## src/rtl/divrest_param.sv

```systemverilog
// Parametrised restoring divider for RISC-V DIV/DIVU/REM/REMU.
// Divide-by-zero and signed overflow finish in one cycle. In the normal
// path, optional early-out skips the dividend's leading zeros. Operands
// are captured when start is accepted.
// Start handshake: start_in is accepted on any rising edge where busy==0,
// including the cycle in which done==1. While busy==1, start_in is ignored.
// done pulses for one cycle when q_out/r_out/dbz are updated.
module divrest_param #(
    parameter int WIDTH     = 32,
    parameter bit EARLY_OUT = 1'b1
) (
    input  logic             clk,
    input  logic             rstLow,
    input  logic             start_in,
    input  logic             signed_in,
    input  logic [WIDTH-1:0] a_in,
    input  logic [WIDTH-1:0] b_in,
    output logic [WIDTH-1:0] q_out,
    output logic [WIDTH-1:0] r_out,
    output logic             busy,
    output logic             done,
    output logic             dbz,
    output logic [1:0]       state_dbg_o
);

    localparam int CW = $clog2(WIDTH + 1);

    localparam logic [1:0] S_IDLE = 2'd0;
    localparam logic [1:0] S_PREP = 2'd1;
    localparam logic [1:0] S_LOOP = 2'd2;
    localparam logic [1:0] S_FIX  = 2'd3;

    localparam logic [CW-1:0]    CNT_LAST = CW'(WIDTH - 1);
    localparam logic [CW-1:0]    CNT_FULL = CW'(WIDTH);
    localparam logic [WIDTH-1:0] MIN_NEG  = {1'b1, {(WIDTH-1){1'b0}}};

    logic [1:0]       state_q, state_d;
    logic [WIDTH-1:0] a_q, a_d;        // raw dividend as sampled
    logic [WIDTH-1:0] b_q, b_d;        // raw divisor, then |b| from PREP on
    logic             sgn_q, sgn_d;
    logic [WIDTH-1:0] q_q, q_d;        // dividend bits shifting out, quotient bits in
    logic [WIDTH-1:0] r_q, r_d;        // partial remainder
    logic [CW-1:0]    cnt_q, cnt_d;
    logic             negq_q, negq_d;
    logic             negr_q, negr_d;
    logic [WIDTH-1:0] qo_q, qo_d;
    logic [WIDTH-1:0] ro_q, ro_d;
    logic             dbz_q, dbz_d;
    logic             done_q, done_d;

    logic [WIDTH-1:0] abs_a, abs_b;
    logic [WIDTH:0]   trial;
    logic [CW-1:0]    clz_v;

    // Count of leading zeros; an all-zero word yields WIDTH.
    function automatic logic [CW-1:0] clz_f(input logic [WIDTH-1:0] v);
        logic [CW-1:0] n;
        n = CNT_FULL;
        for (int i = 0; i < WIDTH; i++) begin
            if (v[i]) n = CW'(WIDTH - 1 - i);
        end
        return n;
    endfunction

    // Next-state logic for the IDLE/PREP/LOOP/FIX sequencer and datapath.
    always_comb begin
        state_d = state_q;
        a_d     = a_q;
        b_d     = b_q;
        sgn_d   = sgn_q;
        q_d     = q_q;
        r_d     = r_q;
        cnt_d   = cnt_q;
        negq_d  = negq_q;
        negr_d  = negr_q;
        qo_d    = qo_q;
        ro_d    = ro_q;
        dbz_d   = dbz_q;
        done_d  = 1'b0;

        abs_a = (sgn_q && a_q[WIDTH-1]) ? -a_q : a_q;
        abs_b = (sgn_q && b_q[WIDTH-1]) ? -b_q : b_q;
        clz_v = EARLY_OUT ? clz_f(abs_a) : '0;
        trial = {r_q, q_q[WIDTH-1]} - {1'b0, b_q};

        case (state_q)
            S_IDLE: begin
                if (start_in) begin
                    a_d   = a_in;
                    b_d   = b_in;
                    sgn_d = signed_in;
                    if (b_in == '0) begin
                        qo_d   = '1;
                        ro_d   = a_in;
                        dbz_d  = 1'b1;
                        done_d = 1'b1;
                    end else if (signed_in && a_in == MIN_NEG && b_in == '1) begin
                        qo_d   = a_in;
                        ro_d   = '0;
                        dbz_d  = 1'b0;
                        done_d = 1'b1;
                    end else begin
                        state_d = S_PREP;
                    end
                end
            end
            S_PREP: begin
                b_d    = abs_b;
                negq_d = sgn_q & (a_q[WIDTH-1] ^ b_q[WIDTH-1]);
                negr_d = sgn_q & a_q[WIDTH-1];
                r_d    = '0;
                if (abs_a == '0) begin
                    // Zero dividend: nothing to iterate, result is 0 rem 0.
                    cnt_d   = CNT_FULL;
                    q_d     = '0;
                    state_d = S_FIX;
                end else begin
                    cnt_d   = clz_v;
                    q_d     = abs_a << clz_v;
                    state_d = S_LOOP;
                end
            end
            S_LOOP: begin
                if (!trial[WIDTH]) begin
                    r_d = trial[WIDTH-1:0];
                    q_d = {q_q[WIDTH-2:0], 1'b1};
                end else begin
                    r_d = {r_q[WIDTH-2:0], q_q[WIDTH-1]};
                    q_d = {q_q[WIDTH-2:0], 1'b0};
                end
                cnt_d = cnt_q + CW'(1);
                if (cnt_q == CNT_LAST) state_d = S_FIX;
            end
            default: begin  // S_FIX
                qo_d    = negq_q ? -q_q : q_q;
                ro_d    = negr_q ? -r_q : r_q;
                dbz_d   = 1'b0;
                done_d  = 1'b1;
                state_d = S_IDLE;
            end
        endcase
    end

    // State and datapath registers; reset abandons any operation in flight.
    always_ff @(posedge clk or negedge rstLow) begin
        if (!rstLow) begin
            state_q <= S_IDLE;
            a_q     <= '0;
            b_q     <= '0;
            sgn_q   <= 1'b0;
            q_q     <= '0;
            r_q     <= '0;
            cnt_q   <= '0;
            negq_q  <= 1'b0;
            negr_q  <= 1'b0;
            qo_q    <= '0;
            ro_q    <= '0;
            dbz_q   <= 1'b0;
            done_q  <= 1'b0;
        end else begin
            state_q <= state_d;
            a_q     <= a_d;
            b_q     <= b_d;
            sgn_q   <= sgn_d;
            q_q     <= q_d;
            r_q     <= r_d;
            cnt_q   <= cnt_d;
            negq_q  <= negq_d;
            negr_q  <= negr_d;
            qo_q    <= qo_d;
            ro_q    <= ro_d;
            dbz_q   <= dbz_d;
            done_q  <= done_d;
        end
    end

    assign q_out       = qo_q;
    assign r_out       = ro_q;
    assign dbz         = dbz_q;
    assign done        = done_q;
    assign busy        = (state_q != S_IDLE);
    assign state_dbg_o = state_q;

endmodule
```

## config.mk

```make
export PLATFORM = sky130hd
export DESIGN_NAME = divrest_param
export DESIGN_NICKNAME = d
export VERILOG_FILES = /design/src/rtl/divrest_param.sv
export SDC_FILE = /design/constraint.sdc
export NUM_CORES = 1
export LEC_CHECK = 0
export CAP_MARGIN = 25
export CORE_AREA = 2 2 300 228
export DETAILED_ROUTE_END_ITERATION = 7
export DIE_AREA = 0 0 302 230
export SKIP_CTS_REPAIR_TIMING = 1
export SYNTH_ARGS = -nofsm -noshare
export SYNTH_HDL_FRONTEND = slang
export SYNTH_SLANG_ARGS = --single-unit
```

## constraint.sdc

```tcl
create_clock -name clk -period 5.1 [get_ports clk]
set_clock_uncertainty 0.05 [all_clocks]
set_input_delay 1.53 -clock clk [delete_from_list [all_inputs] [get_ports clk]]
set_output_delay 1.53 -clock clk [all_outputs]
set_load 0.05 [all_outputs]
```

### After elaboration in Yosys (flattened, before gate mapping)

Cells that the tools add are included.

* word-level logic and storage cells: 117
* bits of input ports: 68
* register bits after elaboration: 205
* output and inout bits: 69

* add/subtract/negate cells: 6
* shift operators: 1
* multiplexer cells: 67
* bitwise gates (word level): 4
* reductions and logical operators: 15
* eq/ne operators: 11

Operators with widths (number)
* $mux 32: 13
* $pmux 32 s2: 5
* $mux 6: 33
* $neg 32->32: 4
* $eq 32x32->1 const B: 2
* $logic_not 32->1: 2
* $sub 33x32->33: 1
* $shl 32x6->32: 1
* $pmux 6 s2: 1
* $ne 2x2->1 const B: 5
* $mux 1: 8
* $mux 2: 4
* $add 6x1->6 const B: 1
* $eq 6x5->1 const B: 1
* $pmux 2 s3: 1
* $reduce_and 3->1: 2
* $reduce_bool 2->1: 3
* $logic_and 1x1->1: 4
* $pmux 1 s2: 2
* $reduce_and 4->1: 1
* $ne 3x3->1 const B: 1
* $and 1x1->1: 2
* $eq 2x1->1 const B: 1
* $eq 2x2->1 const B: 1
* 5 further kinds: 5

### Depth between registers and ports, before layout

Gate-level depths: netlist of run 1.

* word-level depth: 37
* depth in mapped cells: 18

### Worst setup path after synthesis of run 1

Ideal clock, no wire load.

* path kind: register to register
* from: reg q_q[31]
* to: reg r_q[1]
* setup time: 0.140 ns
* buffers on the path: 2
* stages on the path, launching flop included: 18
* path slack: 0.872 ns
* arrival time: 4.038 ns
* cell sequence: dfrtp_1 inv_1 ha_1 inv_1 fa_1 a21o_1 a21oi_1 o21ai_0 a2111oi_0 o22ai_1 a221oi_2 nand4b_1 a31oi_1 xnor2_1 clkbuf_1 clkbuf_1 mux2i_1 o22ai_1

* longest elaborated chain between the ends: 3

RTL lines
* from (decl): line 41 `logic [WIDTH-1:0] q_q, q_d;`
* from (signal assigned): line 165 `q_q <= q_d;`
* $sub 33x32->33: line 84 `trial = {r_q, q_q[WIDTH-1]} - {1'b0, b_q};`
* $mux 32: line 124 `if (!trial[WIDTH]) begin`
* $pmux 32 s2: line 86 `case (state_q)`
* to (signal assigned): line 166 `r_q <= r_d;`
* to (decl): line 42 `logic [WIDTH-1:0] r_q, r_d;`

Every way passes these cells.
A chain may end at the register's enable or synchronous reset.

### Final worst setup path of run 1

* from: reg a_q[1]
* to: reg q_q[19]

* longest elaborated chain between the ends: 36
* elaborated cells between the ends (all ways): 37

RTL lines
* from (decl): line 38 `logic [WIDTH-1:0] a_q, a_d;`
* from (signal assigned): line 148 `a_q <= '0;`
* from (signal assigned): line 162 `a_q <= a_d;`
* $neg 32->32: line 81 `abs_a = (sgn_q && a_q[WIDTH-1]) ? -a_q : a_q;`
* $mux 32 *: line 81
* $mux 6 (31 in a row): line 60 `if (v[i]) n = CW'(WIDTH - 1 - i);`
* $shl 32x6->32: line 119 `q_d = abs_a << clz_v;`
* $mux 32 *: line 112 `if (abs_a == '0) begin`
* $pmux 32 s2 *: line 86

Mark *: on every way between the ends. The rest lies on a longest branch, timed or not.

==> impl_metrics.env, run 1 <==
export IMPL_fin_crit_sh_pct=93.1
export IMPL_grt_first_pass_wirelength_mm=106
export IMPL_yosysMostFrequentCell="dfrtp_1"
export IMPL_maxCapViolCount=0
export IMPL_synth_seq_cells=205
export IMPL_clock_path_buffers=3
export IMPL_final_cell_area_mm2=0.0206
export IMPL_vias=17800
export IMPL_clk_pin_slew_ps=60
export IMPL_track_usage_pct=19.6
export IMPL_hp_start="dbz$_DFFE_PN0P_"
export IMPL_wl_per_cell_um=22.8
export IMPL_crit_fanout=19
export IMPL_syn_avg_cell_area_um2=8.25
export IMPL_nets=2291
export IMPL_drt_iter0_drc=2070
export IMPL_syn_inst=1996
export IMPL_syn_area_mm2=0.0165
export IMPL_coreArea_mm2=0.0664
export IMPL_worstPathArrival_ps=5110
export IMPL_start_kind="register"
export IMPL_place_area_mm2=0.0197
export IMPL_die_area_mm2=0.0695
export IMPL_crit_type="reg -> reg"
export IMPL_area_growth_syn_to_layout_pct=24.9
export IMPL_maxSlewHeadroom_pct=19.9
export IMPL_hold_path_class="reg -> reg"
export IMPL_synth_edf_count=0
export IMPL_cts_tree="done"
export IMPL_pre_cts_ws_ps=-184
export IMPL_r2r_start="a_q[1]$_DFFE_PN0P_"
export IMPL_outcome="completed"
export IMPL_die_height_um=230
export IMPL_synth_area_leaders="dfrtp_1 31%, o21ai_0 4.9%, nand2_1 4.1%"
export IMPL_synth_cell_type_count=99
export IMPL_setup_ws_ps=350
export IMPL_max_stage_delay_ps=550
export IMPL_wirelength_mm=70.3
export IMPL_grt_antenna_before_repair=4
export IMPL_grt_max_degree=78
export IMPL_hold_ws_ps=441
export IMPL_slowest_stage="or4b_1"
export IMPL_gp_congestion=0.957
export IMPL_grt_pass1_vias=16600
export IMPL_cts_root_buf="clkbuf_16"
export IMPL_cts_htree_levels=1
export IMPL_tightest_slew_ps=1190
export IMPL_slew_viol_final=0
export IMPL_async_flop_share_pct=100
export IMPL_max_freq_ghz=0.211
export IMPL_yosys_area_top_type="dfrtp_1"
export IMPL_numCtsBuffers=26
export IMPL_drt_vias_per_instance=5.77
export IMPL_die_w_um=302
export IMPL_fillers=7009
export IMPL_path_cells="inv_1 -> ha_1 -> or4b_1 -> o31ai_2 -> xnor2_1 -> or3_1 -> a31o_1 -> a21oi_2 -> a2111oi_4 -> nor2_2 -> buf_12 -> mux2i_2 -> nor3_1 -> a221oi_1 -> o221ai_1"
export IMPL_port_buffers=136
export IMPL_synth_nets=2107
export IMPL_synth_seq_area_share_pct=31.2
export IMPL_synth_ff_type="dfrtp_1"
export IMPL_dp_hpwl_mm=54.6
export IMPL_synth_top_cell_area_share_pct=31.2
export IMPL_initial_core_util_pct=24.8
export IMPL_ioPinCount=137
export IMPL_endpoint_kind="register"
export IMPL_finalSetupViolations=0
export IMPL_clock_latency_ps=570
export IMPL_crit_required_ps=5460
export IMPL_rows=82
export IMPL_ys_warn_count=0
export IMPL_drive_above_1_share_pct=13.9
export IMPL_cts_sinks=205
export IMPL_synth_common_cells="205 x dfrtp_1, 181 x nand2_1, 162 x o21ai_0"
export IMPL_postRouteAntennaNets=0
export IMPL_hold_viol_final=0
export IMPL_drt_pass1_iterations=6
export IMPL_layout_min_cycle_time_ps=4750
export IMPL_crit_start="a_q[1]$_DFFE_PN0P_"
export IMPL_drc=0
export IMPL_grt_ovfl_total=0
export IMPL_rsz0062_at_grt="false"
logic make-up (layout without fill, tap and decap cells):
kind of cell	after synthesis	after routing	share of synthesized area [%]
xor gates and xnor gates	119	119	6.33
other	0	1	0
AOI/OAI and AO/OA	689	689	29.4
DFF	205	205	31.2
adders and majority gates	43	43	3.31
and+or+nand+nor	670	670	20.5
muxes	65	65	4.26
buffers and inverters	205	408	5.08
worst max-delay path, delay by kind of cell (launching register included):
family	cells	cell delay, ps
xor+xnor	1	190
buf+inv	2	310
simple gates	4	1290
mux	1	410
compound gates	6	1570
flops	1	460
fa+ha+maj	1	310
per-stage QoR:
step	setup TNS, ps	std cells	util (%)
finish	0	3082	31.0
detailed placement	-4420	3033	29.6
floorplan	0	1996	-
CTS	0	3080	30.9
global route	0	3081	31.0
global placement	-4410	3033	29.6
cell type report:
cell class	count	area, um2	share of cell area, %
Clock inverter	9	82.6	0.401
Tap cell	882	1100	5.36
Clock buffer	38	797	3.87
Inverter	65	244	1.19
Sequential cell	205	5130	24.9
Antenna cell	1	2.50	0.0122
Multi-Input combinational cell	1586	10600	51.4
Timing Repair Buffer	296	2640	12.8
metal layers:
layer | GRT usage (%) | vias to the layer above | wire, um | share of wire (%)
li1 | - | 7992 | - | -
met1 | 30.7 | 8784 | 34100 | 49
met2 | 25.9 | 907 | 26800 | 38
met3 | 5.56 | 88 | 7930 | 11
met4 | 4.07 | 6 | 1400 | 2.0
met5 | 0 | - | 33 | 0.047
state kept, by name (all words and copies together) (netlist names):
| signal | flops |
|---|---|
| a_q | 32 |
| b_q | 32 |
| q_out | 32 |
| q_q | 32 |
| r_out | 32 |
| r_q | 32 |
| cnt_q | 6 |
| state_dbg_o | 2 |
| dbz | 1 |
| done | 1 |
| negq_q | 1 |
| negr_q | 1 |
| sgn_q | 1 |
worst paths after layout:
path                                             end  cells after the start  slack [ps]
worst min-delay path                 dbz$_DFFE_PN0P_                      1         440
worst min register to register       dbz$_DFFE_PN0P_                      1         440
worst max-delay path             q_q[19]$_DFFE_PN0N_                     15         350
worst max register to register   q_q[19]$_DFFE_PN0N_                     15         350
min in group asynchronous        b_q[29]$_DFFE_PN0P_                      1         970
max in group asynchronous       r_out[0]$_DFFE_PN0P_                      2        3140
cell usage in the layout (no fill, tap or decap), types with 9 or more instances in the layout:
cell             Yosys  routed
dfrtp_1            205     205
nand2_1            181     180
o21ai_0            162     162
buf_4                4     153
nor2_1             150     148
clkdlybuf4s50_1      0     135
a21oi_1             95      94
xor2_1              71      70
nand3_1             66      66
inv_1               64      64
nor3_1              50      50
xnor2_1             48      47
o211ai_1            40      40
ha_1                42      40
nand4_1             39      39
mux2_2              38      38
nor4_1              37      35
o31ai_1             32      32
o22ai_1             32      32
a31oi_1             31      31
or3_1               30      30
a22oi_1             30      30
clkbuf_16            0      27
mux2i_1             26      26
a22o_1              25      25
o22a_1              24      24
nand2b_1            23      23
a211oi_1            24      23
a221o_1             22      22
a21o_1              22      21
o41ai_1             20      20
or4_1               17      17
and3_1              12      12
o21a_1              11      11
or2_2               10      10
a222oi_1             9       9
o221ai_1             9       9
clkbuf_8             0       9
Power of run 1 is not shown: default switching activity piles up to over one toggle a cycle in this logic, so the estimate is an artifact.
==> inputs of run 2 (changes only) <==
--- a/config.mk
+++ b/config.mk
@@ -7,6 +7,7 @@
 export LEC_CHECK = 0
 export CAP_MARGIN = 25
 export CORE_AREA = 2 2 300 228
+export CTS_CLUSTER_DIAMETER = 120
 export DETAILED_ROUTE_END_ITERATION = 7
 export DIE_AREA = 0 0 302 230
 export SKIP_CTS_REPAIR_TIMING = 1
==> constraint.sdc (replaced) <==
create_clock -name clk -period 5.1 [get_ports clk]
set_clock_uncertainty 0.05 [all_clocks]
set_input_delay 1.02 -clock clk [delete_from_list [all_inputs] [get_ports clk]]
set_output_delay 1.02 -clock clk [all_outputs]
set_load 0.05 [all_outputs]
==> run 2 against run 1 <==
  * Setup slack got worse by 21 ps
  * Cell area fell by 1.7%
  * Global-route usage fell by 0.42 points
  * Flip-flop and latch count did not move
  * Register-to-register slack got worse by 20 ps
  * Maximum frequency fell by 0.45%
  * Critical path type unchanged
==> impl_metrics.env, run 2 (same netlist as run 1, synthesis figures left out) <==
export IMPL_outcome="completed"
export IMPL_r2r_start="a_q[1]$_DFFE_PN0P_"
export IMPL_grt_pass1_vias=16300
export IMPL_gp_congestion=0.972
export IMPL_worstPathArrival_ps=5150
export IMPL_drt_pass1_iterations=7
export IMPL_wl_per_cell_um=22.7
export IMPL_start_kind="register"
export IMPL_maxSlewHeadroom_pct=37.7
export IMPL_cts_root_buf="clkbuf_16"
export IMPL_ff_latch_area_mm2=0.00513
export IMPL_ff2ff_path_depth=15
export IMPL_vias=17600
export IMPL_area_growth_syn_to_layout_pct=22.9
export IMPL_cts_htree_levels=1
export IMPL_layout_commonest_cell="dfrtp_1"
export IMPL_track_usage_pct=19.2
export IMPL_crit_fanout=30
export IMPL_hold_path_class="in -> async"
export IMPL_cts_sinks=205
export IMPL_fin_crit_sh_pct=93.6
export IMPL_multiInputGateArea_mm2=0.0106
export IMPL_tightest_slew_ps=932
export IMPL_reg2reg_slack_ps=330
export IMPL_dp_hpwl_mm=52.8
export IMPL_max_freq_ghz=0.210
export IMPL_die_w_um=302
export IMPL_ioPinCount=137
export IMPL_clock_latency_ps=590
export IMPL_nets=2246
export IMPL_wirelength_mm=68.9
export IMPL_drive_above_1_share_pct=11.8
export IMPL_finalSetupViolations=0
export IMPL_fin_setup_tns_ps=0
export IMPL_layout_min_cycle_time_ps=4770
export IMPL_drt_vias_per_instance=5.79
export IMPL_r2r_end="q_q[19]$_DFFE_PN0N_"
export IMPL_clock_path_buffers=3
export IMPL_rsz0062_at_grt="false"
export IMPL_postRouteAntennaNets=0
export IMPL_grt_first_pass_wirelength_mm=104
export IMPL_drc=0
export IMPL_crit_required_ps=5470
export IMPL_endpoint_kind="register"
export IMPL_crit_type="reg -> reg"
export IMPL_port_buffers=136
export IMPL_grt_ovfl_total=0
export IMPL_die_area_mm2=0.0695
export IMPL_clk_pin_slew_ps=60
export IMPL_coreArea_mm2=0.0664
export IMPL_rows=82
export IMPL_cts_tree="done"
export IMPL_numCtsBuffers=28
export IMPL_die_height_um=230
export IMPL_hold_viol_final=0
export IMPL_layout_common_cells="205 x dfrtp_1, 180 x nand2_1, 162 x o21ai_0, 148 x nor2_1, 135 x clkdlybuf4s50_1"
export IMPL_grt_max_degree=94
export IMPL_slew_viol_final=0
export IMPL_grt_antenna_before_repair=3
export IMPL_maxCapViolCount=0
export IMPL_fillers=6959
export IMPL_drt_iter0_drc=2205
export IMPL_initial_core_util_pct=24.8
==> run 2: how the worst max path moves through the flow <==
stage                        startpoint              endpoint  slack [ps]  cells after the start
floorplan           q_q[31]$_DFFE_PN0N_    r_q[1]$_DFFE_PN0N_         870                     17
global placement                b_in[2]  r_out[8]$_DFFE_PN0P_         180                     10
detailed placement  a_q[20]$_DFFE_PN0P_   q_q[25]$_DFFE_PN0N_         280                     15
CTS                  a_q[1]$_DFFE_PN0P_   q_q[25]$_DFFE_PN0N_         240                     15
global route        q_q[31]$_DFFE_PN0N_    r_q[9]$_DFFE_PN0N_          20                     17
finish               a_q[1]$_DFFE_PN0P_   q_q[19]$_DFFE_PN0N_         330                     15
==> run 2: worst max-delay path: stages (launching register included) <==
cell       delay, ps
dfrtp_1          440
inv_1            130
ha_1             320
or4b_1           540
o31ai_2          370
xnor2_1          250
or3_1            420
a31o_1           220
a21oi_2          240
a2111oi_4         90
nor2_2           190
buf_12           220
mux2i_2          410
nor3_1           140
a221oi_1         320
o221ai_1         230
==> run 2: layout make-up <==
cell class / instances / share of cell area [%]
repair buffers: 249 / 11.3
flip-flops and latches: 205 / 25.4
clock inverters: 7 / 0.594
diodes: 1 / 0.0124
multi-input cells: 1586 / 52.2
inverters: 65 / 1.21
well taps: 882 / 5.45
clock buffers: 36 / 3.91
==> run 2: layer usage <==
metal / up-vias / global-route usage (%) / wire length [um]
li1: 7861 / - / -
met1: 8675 / 30.2 / 33200
met2: 950 / 25.8 / 26800
met3: 75 / 4.84 / 7660
met4: 0 / 3.62 / 1130
met5: - / 0 / 0
==> run 2: per-stage QoR <==
| step | utilization (%) | std cells | area (um2) | setup WS, ps | hold slack [ps] |
|---|---|---|---|---|---|
| after floorplan | - | 1996 | 16500 | 872 | 400 |
| after global placement | 29.0 | 2985 | 19300 | 179 | 407 |
| after detailed placement | 29.1 | 2986 | 19300 | 281 | 412 |
| after CTS | 30.5 | 3029 | 20200 | 236 | 436 |
| after global routing | 30.5 | 3030 | 20200 | 18.0 | 456 |
| final | 30.5 | 3031 | 20200 | 329 | 423 |
Power of run 2 is left out for the same reason.
==> inputs of run 3 (changes only) <==
--- a/config.mk
+++ b/config.mk
@@ -11,6 +11,7 @@
 export DETAILED_ROUTE_END_ITERATION = 7
 export DIE_AREA = 0 0 302 230
 export SKIP_CTS_REPAIR_TIMING = 1
+export SLEW_MARGIN = 20
 export SYNTH_ARGS = -nofsm -noshare
 export SYNTH_HDL_FRONTEND = slang
 export SYNTH_SLANG_ARGS = --single-unit
==> run 3 against run 2 <==
  * Non-clock buffer count down 1
  * Flip-flop and latch count unchanged
  * Die area unchanged
  * Critical endpoint is now q_q[29]$_DFFE_PN0N_
  * Largest cell class unchanged
  * Highest routed layer unchanged
==> impl_metrics.env, run 3 (same netlist as run 1, synthesis figures left out) <==
export IMPL_outcome="completed"
export IMPL_drive_above_1_share_pct=12.0
export IMPL_rows=82
export IMPL_placed_cells=2986
export IMPL_track_usage_pct=19.3
export IMPL_port_buffers=136
export IMPL_multiInputGateArea_mm2=0.0106
export IMPL_tightest_slew_ps=1080
export IMPL_gp_congestion=0.972
export IMPL_die_height_um=230
export IMPL_maxSlewHeadroom_pct=27.0
export IMPL_hold_ws_ps=427
export IMPL_clock_path_buffers=3
export IMPL_hold_path_class="reg -> reg"
export IMPL_wl_per_cell_um=22.8
export IMPL_grt_pass1_vias=16300
export IMPL_rsz0062_at_grt="false"
export IMPL_crit_required_ps=5560
export IMPL_crit_fanout=9
export IMPL_ff_latch_area_mm2=0.00513
export IMPL_drt_iter0_drc=2472
export IMPL_fin_setup_tns_ps=0
export IMPL_clk_pin_slew_ps=70
export IMPL_finalSetupViolations=0
export IMPL_dp_hpwl_mm=52.8
export IMPL_grt_ovfl_total=0
export IMPL_fin_crit_sh_pct=94.2
export IMPL_endpoint_kind="register"
export IMPL_clock_latency_ps=570
export IMPL_area_growth_syn_to_layout_pct=23.3
export IMPL_layout_commonest_cell="dfrtp_1"
export IMPL_nets=2244
export IMPL_drt_pass1_iterations=6
export IMPL_drc=0
export IMPL_layoutNonFillerInstCount=3037
export IMPL_fillers=6910
export IMPL_final_cell_area_mm2=0.0203
export IMPL_grt_max_degree=94
export IMPL_postRouteAntennaNets=0
export IMPL_crit_type="reg -> reg"
export IMPL_layout_min_cycle_time_ps=4810
export IMPL_layout_common_cells="205 x dfrtp_1, 180 x nand2_1, 162 x o21ai_0, 148 x nor2_1, 135 x clkdlybuf4s50_1"
export IMPL_maxCapViolCount=0
export IMPL_place_area_mm2=0.0193
export IMPL_worstPathArrival_ps=5260
export IMPL_cts_htree_levels=1
export IMPL_grt_antenna_before_repair=2
export IMPL_drt_vias_per_instance=5.79
export IMPL_cts_tree="done"
export IMPL_coreArea_mm2=0.0664
export IMPL_initial_core_util_pct=24.8
export IMPL_numCtsBuffers=27
export IMPL_grt_first_pass_wirelength_mm=105
export IMPL_vias=17600
export IMPL_slew_viol_final=0
export IMPL_max_freq_ghz=0.208
export IMPL_wirelength_mm=69.2
export IMPL_cts_root_buf="clkbuf_16"
export IMPL_ioPinCount=137
export IMPL_die_area_mm2=0.0695
export IMPL_die_w_um=302
export IMPL_start_kind="register"
export IMPL_cts_sinks=205
export IMPL_hold_viol_final=0
==> run 3: final cells by class <==
type | instances | area share [%]
Clock inverter | 14 | 1.14
Sequential cell | 205 | 25.3
Timing Repair Buffer | 248 | 11.2
Tap cell | 882 | 5.43
Inverter | 65 | 1.20
Clock buffer | 36 | 3.74
Antenna cell | 1 | 0.0123
Multi-Input combinational cell | 1586 | 52.0
==> run 3: worst max-delay path, cell delays in order, from the launching register on <==
cell,delay (ps)
dfrtp_1,450
inv_1,130
ha_1,320
nor2b_1,430
nand4_1,270
nor3_2,430
a31oi_1,170
o211ai_2,340
nand4_1,380
or3_1,580
nor2_4,260
nand2_2,200
nor2_1,420
a32oi_1,180
nand3_1,120
==> run 3: stage by stage <==
| stage | util [%] | setup slack, ps |
|---|---|---|
| final | 30.6 | 293 |
| after floorplan | - | 872 |
| after CTS | 30.6 | 303 |
| after global placement | 29.0 | 179 |
| after global routing | 30.6 | 69.1 |
| after detailed placement | 29.1 | 263 |
==> run 3: path summary, 6_finish.rpt <==
check                                startpoint                     to  slack [ps]  depth (start not counted)
min in group asynchronous                rstLow    b_q[31]$_DFFE_PN0P_         460                          1
min                        q_out[6]$_DFFE_PN0P_   q_out[6]$_DFFE_PN0P_         430                          2
max                          a_q[1]$_DFFE_PN0P_    q_q[29]$_DFFE_PN0N_         290                         14
min reg2reg                q_out[6]$_DFFE_PN0P_   q_out[6]$_DFFE_PN0P_         430                          2
max reg2reg                  a_q[1]$_DFFE_PN0P_    q_q[29]$_DFFE_PN0N_         290                         14
max in group asynchronous                rstLow  r_out[27]$_DFFE_PN0P_        3320                          2
==> run 3: metal layers <==
metal	vias up	track usage [%]	share of wire [%]	wire (um)
met5	-	0	0	0
met4	0	3.54	1.9	1280
met3	85	4.19	11	7390
met2	955	26.0	39	26900
met1	8663	30.8	49	33600
li1	7873	-	-	-
Power of run 3 is left out for the same reason.
